<file path="src/rtl/timer_pkg.sv">
// Shared constants for the APB timer: default widths, clock-select encoding
// and TCR/TSR bit positions used by the register block and the counting core.
package timer_pkg;

    localparam int unsigned CNT_W_DEFAULT = 8;
    localparam int unsigned DIV_W_DEFAULT = 4;

    typedef enum logic [1:0] {
        CKS_DIV2  = 2'b00,
        CKS_DIV4  = 2'b01,
        CKS_DIV8  = 2'b10,
        CKS_DIV16 = 2'b11
    } cks_e;

    localparam int unsigned TSR_OVF = 0;
    localparam int unsigned TSR_UDF = 1;

    localparam int unsigned TCR_LOAD   = 7;
    localparam int unsigned TCR_DN     = 5;
    localparam int unsigned TCR_EN     = 4;
    localparam int unsigned TCR_CKS_HI = 1;
    localparam int unsigned TCR_CKS_LO = 0;

endpackage

</file>
<file path="src/rtl/timer_prescaler.sv">
// Free-running clock prescaler; produces a registered one-cycle tick whenever
// the low (cks+1) bits of the divider are all ones.
module timer_prescaler
    import timer_pkg::*;
#(
    parameter int unsigned DIV_W = DIV_W_DEFAULT
) (
    input  logic       pclk,
    input  logic       preset,
    input  logic [1:0] cks,
    output logic       tick
);

    logic [DIV_W-1:0] div_cnt;
    logic [DIV_W-1:0] mask;
    logic             tick_c;

    always_comb begin
        mask = '0;
        for (int unsigned i = 0; i < DIV_W; i++) begin
            if (i <= 32'(cks)) begin
                mask[i] = 1'b1;
            end
        end
        tick_c = ((div_cnt & mask) == mask);
    end

    always_ff @(posedge pclk or posedge preset) begin
        if (preset) begin
            div_cnt <= '0;
            tick    <= 1'b0;
        end else begin
            div_cnt <= div_cnt + DIV_W'(1);
            tick    <= tick_c;
        end
    end

endmodule

</file>
<file path="src/rtl/timer_count_core.sv">
// Counting datapath of the APB timer: up/down counter with parallel load,
// sticky overflow/underflow flags cleared by write-1-to-clear strobes.
module timer_count_core
    import timer_pkg::*;
#(
    parameter int unsigned CNT_W = CNT_W_DEFAULT,
    parameter int unsigned DIV_W = DIV_W_DEFAULT
) (
    input  logic             pclk,
    input  logic             preset,
    input  logic [CNT_W-1:0] tdr,
    input  logic             load,
    input  logic             en,
    input  logic             dn,
    input  logic [1:0]       cks,
    input  logic [1:0]       sts_clr,
    output logic [CNT_W-1:0] tcnt,
    output logic [1:0]       tsr,
    output logic             tick
);

    logic [CNT_W-1:0] tcnt_nx;
    logic [1:0]       tsr_nx;
    logic [1:0]       tsr_set;

    timer_prescaler #(
        .DIV_W (DIV_W)
    ) u_prescaler (
        .pclk   (pclk),
        .preset (preset),
        .cks    (cks),
        .tick   (tick)
    );

    // A load discards any coincident tick, so no wrap event can fire with it.
    always_comb begin
        tcnt_nx = tcnt;
        tsr_set = '0;
        if (load) begin
            tcnt_nx = tdr;
        end else if (en && tick) begin
            if (!dn) begin
                tcnt_nx          = tcnt + CNT_W'(1);
                tsr_set[TSR_OVF] = (tcnt == '1);
            end else begin
                tcnt_nx          = tcnt - CNT_W'(1);
                tsr_set[TSR_UDF] = (tcnt == '0);
            end
        end
        tsr_nx = tsr_set | (tsr & ~sts_clr);
    end

    always_ff @(posedge pclk or posedge preset) begin
        if (preset) begin
            tcnt <= '0;
            tsr  <= '0;
        end else begin
            tcnt <= tcnt_nx;
            tsr  <= tsr_nx;
        end
    end

endmodule

</file>
<file path="config.mk">
export PLATFORM = sky130hd
export DESIGN_NAME = timer_count_core
export DESIGN_NICKNAME = d
export VERILOG_FILES = /design/src/rtl/timer_pkg.sv /design/src/rtl/timer_prescaler.sv /design/src/rtl/timer_count_core.sv
export SDC_FILE = /design/constraint.sdc
export NUM_CORES = 1
export LEC_CHECK = 0
export CORE_MARGIN = 4
export CORE_UTILIZATION = 50
export DETAILED_ROUTE_END_ITERATION = 7
export MAX_ROUTING_LAYER = met4
export PLACE_DENSITY = 0.82
export RECOVER_POWER = 25
export SLEW_MARGIN = 15
export SYNTH_ARGS = -nofsm -noshare
export SYNTH_HDL_FRONTEND = slang
export SYNTH_SLANG_ARGS = --single-unit
</file>
<file path="constraint.sdc">
create_clock -name pclk -period 4.8 [get_ports pclk]
set_input_delay 0.48 -clock pclk [delete_from_list [all_inputs] [get_ports pclk]]
set_output_delay 0.48 -clock pclk [all_outputs]
set_load 0.005 [all_outputs]
</file>
==> run metrics, run 1 <==
outcome complete, no violations; die area 0.00288 mm^2; register area share after synthesis 36.0%; clock root buffer master clkbuf_4; setup slack on the worst flop-to-flop path 2.82 ns; CTS max path bufs 2; gp weighted congestion 0.868; TritonCTS clock tree yes; share of power burned in the clock network 22.1%; diode count 0; most numerous cell in the Yosys netlist dfrtp_1; die boundary height 53.7 um; leakage component of the power 0.000593 uW; unrepaired setup endpoints after global routing no; Max Slew Vio Count 0; min cycle time layout 2.49 ns; most used standard cells in the synthesized netlist dfrtp_1, inv_1, nor2_1; post-synth top area cell dfrtp_1; mean post-synth cell area 9.07 um^2; total setup buffers inserted after CTS 0; routed length per placed instance 13.2 um; Setup Total Neg Slack 0 ns; final global-route overflow total 0; fraction of synthesis flops using an asynchronous set or reset pin 100%; top routing layer in use met4; post-route worst hold slack 0.479 ns; routed length on met3 101 um; proportion of layout cells with a drive suffix above 1 4.90%; latest clock arrival within the worst-skew pair 0.28 ns; io pins 28; ratio of routed vias to standard cells 5.46; wire length on met2 1.02 mm; Post-CTS Hold Fix Bufs 0; logic gate share of total power 32.3%; Cell Int Power 223 uW; routed metal-1 wirelength 1.09 mm; gate count after technology mapping 115; all-layer global routing usage 19.5%; length of the first detailed-routing pass in iterations 4; class of the most critical hold timing path reg2reg; clock buffers created by TritonCTS 3; power density over the cells 246 mW/mm^2; antenna violations before repair 0; die width 53.7 um; standard cell core area 0.00198 mm^2; number of clock sinks 15; setup slack after layout 2.31 ns; launching element type of the critical path input port; net count of the mapped netlist 140; share of the core filled with cells in the final layout 67.3%; initial core utilization 52.7%; post-synthesis register bit count 15; detailed-route via count 929; arrival time at the worst endpoint 2.70 ns; synth top area cells dfrtp_1, ha_1, o21ai_0, inv_1, nor2_1; nets 169; area taken by multi-input logic gates 591 um^2; CP endpoint kind register; switching power 105 uW; critical path type in2reg; number of flops mapped to enable cells by yosys 0; Row Count 16; headroom to the max-slew limit 51.0%; clock tree skew after final layout 0.00217 ns; Detail Route Antenna Nets 0; data required time of the critical path 5.02 ns; share of power burned in registers 45.6%; maxcap violations 0; Placement Setup Slack 2.00 ns; share of the cycle needed by the critical path after routing 51.8%; first-pass GRT wire length 4.03 mm; total DRC errors in the routed layout 0; largest net degree at the start of global routing 25; number of DRC markers in iteration 0 42; post-CTS clock slew at the launch and capture registers of the worst setup and hold paths 0.09 ns; post-layout power 328 uW; slew of the pin with the lowest slew margin 0.732 ns; Peak Freq 402 MHz; area share of the leading cell type in the synthesized netlist 36.0%; final HPWL from detailed placement 1.75 mm; fraction of power spent switching nets 31.9%; Sequential Area 375 um^2; Ys Warns 0; most frequently used flop master after synthesis dfrtp_1; largest voltage drop on the vdd net 0.174 mV; number of library cell types mapped by synthesis 36; vias in the first global route 900; number of endpoints with negative hold slack in the final report 0; largest driver fanout on the critical path 11; relative area change from synthesis to final layout 27.8%; Setup violations, final 0; Post-Route WL 2.24 mm; number of port buffers 27; Filler cells 168; mapped cell area 0.00104 mm^2; CTS H-tree depth 1; post-CTS sizing 0
## cells by family (layout without fill, tap and decap cells)
group                      count (synthesis)  in the layout  share of synthesized area [%]
adders and majority gates                  8              8                           10.3
xor gates and xnor gates                   3              3                           2.52
AOI/OAI and AO/OA                         32             32                           21.3
and+or+nand+nor                           43             43                           21.5
buffers and inverters                     13             41                           7.43
DFF                                       15             15                           36.0
muxes                                      1              1                          0.959
## layer usage
| metal | vias up | track usage [%] |
|---|---|---|
| met4 | 0 | 8.94 |
| met2 | 23 | 29.0 |
| met5 | - | - |
| met1 | 430 | 26.8 |
| li1 | 474 | - |
| met3 | 2 | 1.66 |
## sequential cells by signal, indices dropped and copies added (netlist names)
| signal | count |
|---|---|
| tcnt | 8 |
| tsr | 2 |
| u_prescaler.div_cnt | 4 |
| u_prescaler.tick | 1 |
## critical path, stage by stage
cell and delay (ns):
clkdlybuf4s50_1 0.71, inv_1 0.14, fa_1 0.44, and2b_1 0.23, o31a_1 0.15, o21ai_1 0.08
a2111o_1 0.40, nand4_1 0.07
## layout by cell type (no fill, tap or decap), drive strengths merged, types with 2 or more instances in the layout
master         instances
nand4                  4
dfrtp                 15
nand3b                 3
nand3                  4
xnor2                  2
nand2b                 2
ha                     7
clkdlybuf4s50         26
nand2                 10
nor2                  10
inv                   10
nor4                   2
a21oi                  7
a211oi                 4
nor3                   4
nor3b                  2
clkbuf                 4
o21ai                 11
## stage by stage
step,instance area (um^2),instances
CTS,1330,170
finish,1330,170
floorplan,1040,115
global route,1330,170
detailed placement,1310,166
global placement,1310,166
## path summary, 6_finish.rpt
kind	start	to	depth (start not counted)
setup / recovery	dn	tcnt[6]	8
hold / removal	u_prescaler.div_cnt[3]	u_prescaler.div_cnt[3]	1
setup reg to reg	tcnt[0]	tcnt[6]	7
hold reg to reg	u_prescaler.div_cnt[3]	u_prescaler.div_cnt[3]	1
max in group asynchronous	preset	u_prescaler.div_cnt[2]	2
min in group asynchronous	preset	tcnt[2]	2
## power groups by stage
stage               clock, uW  sequential (uW)  combinational (uW)
finish                   72.6              150                 106
global route             78.9              152                 120
CTS                      75.9              149                 107
detailed placement          0              152                 106
global placement            0              151                 104
floorplan                   0              149                62.7
## cell type report
class,count,area share (%)
tap,27,2.53
timing repair buffer,27,20.3
sequential,15,28.1
clock buffer,4,1.97
inverter,10,2.81
multi-input combinational,87,44.3
No activity file was read; power rests on OpenSTA's default activity.
==> inputs of run 2 (changes only) <==
--- a/config.mk
+++ b/config.mk
@@ -6,10 +6,10 @@
 export NUM_CORES = 1
 export LEC_CHECK = 0
 export CORE_MARGIN = 4
-export CORE_UTILIZATION = 50
+export CORE_UTILIZATION = 47
 export DETAILED_ROUTE_END_ITERATION = 7
 export MAX_ROUTING_LAYER = met4
-export PLACE_DENSITY = 0.82
+export PLACE_DENSITY = 0.78
 export RECOVER_POWER = 25
 export SLEW_MARGIN = 15
 export SYNTH_ARGS = -nofsm -noshare
==> constraint.sdc (replaced) <==
create_clock -name pclk -period 2.4 [get_ports pclk]
set_input_delay 0.24 -clock pclk [delete_from_list [all_inputs] [get_ports pclk]]
set_output_delay 0.24 -clock pclk [all_outputs]
set_load 0.005 [all_outputs]
==> run metrics, run 2 (synthesis results as in run 1) <==
antenna violations before repair 0 (unchanged); CTS H-tree depth 1 (unchanged); critical path, cell by cell clkdlybuf4s50_1 -> buf_4 -> ha_1 -> a21oi_1 -> o21ai_0 -> o211a_1 -> a311oi_1 -> nand3_1 (was clkdlybuf4s50_1 -> inv_1 -> fa_1 -> and2b_1 -> o31a_1 -> o21ai_1 -> a2111o_1 -> nand4_1); number of logic stages on the critical path including buffering 8 (unchanged); unrepaired setup endpoints after global routing no (unchanged); fraction of power spent switching nets 32.4% (was 31.9%); registers with the most flip-flops tcnt (8), u_prescaler.div_cnt (4), tsr (2) (unchanged); Max Slew Vio Count 0 (unchanged); maxcap violations 0 (unchanged); data required time of the critical path 2.56 ns (was 5.02 ns); io pins 28 (unchanged); number of clock sinks 15 (unchanged); largest voltage drop on the vdd net 0.440 mV (was 0.174 mV); CTS max path bufs 2 (unchanged); max reg flops 8 (unchanged); largest register by flop count tcnt (unchanged); setup slack on the worst flop-to-flop path 0.42 ns (was 2.82 ns); launching element type of the critical path input port (unchanged); leakage component of the power 0.000605 uW (was 0.000593 uW); logic gate share of total power 32.8% (was 32.3%); largest driver fanout on the critical path 8 (was 11); post-CTS sizing 0 (unchanged); routed length per placed instance 13.5 um (was 13.2 um); endpoint of the worst setup timing path tcnt[7] (was tcnt[6]); Row Count 16 (unchanged); number of DRC markers in iteration 0 20 (was 42); clock buffers created by TritonCTS 3 (unchanged); most frequent standard cell in the layout excluding fill and tap cells clkdlybuf4s50_1 (unchanged); critical-path cell with the highest stage delay clkdlybuf4s50_1 (unchanged); leading cell types in the layout, fill and taps excluded clkdlybuf4s50_1, dfrtp_1, nor2_1, inv_1, nand2_1 (unchanged); die width 55.1 um (was 53.7 um); ratio of routed vias to standard cells 5.59 (was 5.46); number of buffer and inverter instances along the worst setup path 2 (unchanged); gp weighted congestion 0.924 (was 0.868); share of the cycle needed by the critical path after routing 87.8%; latest clock arrival within the worst-skew pair 0.28 ns (about the same); final HPWL from detailed placement 1.89 mm (was 1.75 mm); Setup violations, final 0 (unchanged); proportion of layout cells with a drive suffix above 1 6.90% (was 4.90%); slew of the pin with the lowest slew margin 0.557 ns (was 0.732 ns); power density over the cells 489 mW/mm^2 (was 246 mW/mm^2); standard cell core area 0.00204 mm^2 (was 0.00198 mm^2); FF-to-FF End tcnt[6] (unchanged); length of the first detailed-routing pass in iterations 4 (unchanged); class of the most critical hold timing path in2async (was reg2reg); Setup Total Neg Slack 0 ns (unchanged); initial core utilization 51.1% (was 52.7%); clock root buffer master clkbuf_4 (unchanged); headroom to the max-slew limit 62.8% (was 51.0%); startpoint of the worst-slack reg-to-reg timing path tcnt[0] (unchanged); total DRC errors in the routed layout 0 (unchanged); outcome complete, no violations (unchanged); relative area change from synthesis to final layout 29.4% (was 27.8%); number of endpoints with negative hold slack in the final report 0 (unchanged); Crit path max-delay family compound AO/OA/AOI/OAI gates (was buffers and inverters); Detail Route Antenna Nets 0 (unchanged); final global-route overflow total 0 (unchanged); die boundary height 55.1 um (was 53.7 um); Cell Int Power 446 uW (was 223 uW); CP endpoint kind register (unchanged); nets 171 (was 169); detailed-route via count 962 (was 929); diode count 0 (unchanged); all-layer global routing usage 19.8% (was 19.5%); share of power burned in the clock network 21.8% (was 22.1%); die area 0.00304 mm^2 (was 0.00288 mm^2); min cycle time layout 2.11 ns; Peak Freq 474 MHz; crit path launch dn (unchanged); reg2reg path depth 7 (unchanged); critical path type in2reg (unchanged); setup slack after layout 0.292 ns (was 2.31 ns); maximum single-stage delay on the critical path 0.48 ns (was 0.71 ns); first-pass GRT wire length 4.17 mm (was 4.03 mm); number of port buffers 27 (unchanged); vias in the first global route 949 (was 900); post-CTS clock slew at the launch and capture registers of the worst setup and hold paths 0.09 ns (about the same); largest net degree at the start of global routing 23 (was 25); switching power 214 uW (was 105 uW); total setup buffers inserted after CTS 0 (unchanged); Post-Route WL 2.33 mm (was 2.24 mm); share of power burned in registers 45.4% (was 45.6%); Post-CTS Hold Fix Bufs 0 (unchanged); Placement Setup Slack 0.0182 ns (was 2.00 ns); TritonCTS clock tree yes (unchanged); Filler cells 200 (was 168); clock tree skew after final layout 0.00199 ns (was 0.00217 ns); arrival time at the worst endpoint 2.27 ns (was 2.70 ns)
-- run 2: final cells by class --
type / count / area [um^2] / area share [%]
clock buffer: 3 / 22.5 / 1.67
clock inverter: 1 / 5.00 / 0.371
inverter: 10 / 37.5 / 2.78
multi-input combinational: 87 / 591 / 43.7
sequential: 15 / 375 / 27.8
tap: 27 / 33.8 / 2.50
timing repair buffer: 29 / 285 / 21.1
-- run 2: metal layers --
layer	wire length [um]	vias to the layer above	GRT usage [%]
met5	0	-	-
met4	17	0	8.50
met3	122	2	1.61
met2	1110	32	31.3
met1	1080	451	26.0
li1	-	477	-
-- run 2: per-stage QoR --
step	total power [uW]	hold slack, ns	util, %	std cells	instance area (um^2)
finish	660	0.434	66.1	172	1350
global route	712	0.479	66.1	172	1350
CTS	667	0.315	66.1	172	1350
detailed placement	522	0.487	64.8	168	1320
global placement	514	0.462	64.8	168	1320
floorplan	424	0.141	-	115	1040
-- run 2: power by group through the flow --
stage                     clock (uW)  combinational, uW  sequential [uW]
after floorplan                    0                125              299
after global placement             0                210              304
after detailed placement           0                219              304
after CTS                        149                220              299
after global routing             164                244              303
final                            144                217              299
-- run 2: worst reg2reg max path, cell delays in order, from the launching register on --
cell and delay [ns]:
dfrtp_1 0.46, inv_1 0.12, fa_1 0.40, and2b_1 0.24, o31a_1 0.15, o21ai_1 0.08
a2111o_1 0.40, nand4_1 0.07
-- run 2: worst min path at each step --
stage               slack, ns                     end                    from  cells after the start
finish                   0.43                 tcnt[3]                  preset                      2
global route             0.48                 tcnt[4]                  preset                      2
CTS                      0.32                 tcnt[4]                  preset                      2
detailed placement       0.49  u_prescaler.div_cnt[2]  u_prescaler.div_cnt[2]                      1
global placement         0.46  u_prescaler.div_cnt[3]  u_prescaler.div_cnt[3]                      1
floorplan                0.14                 tcnt[0]                  preset                      1
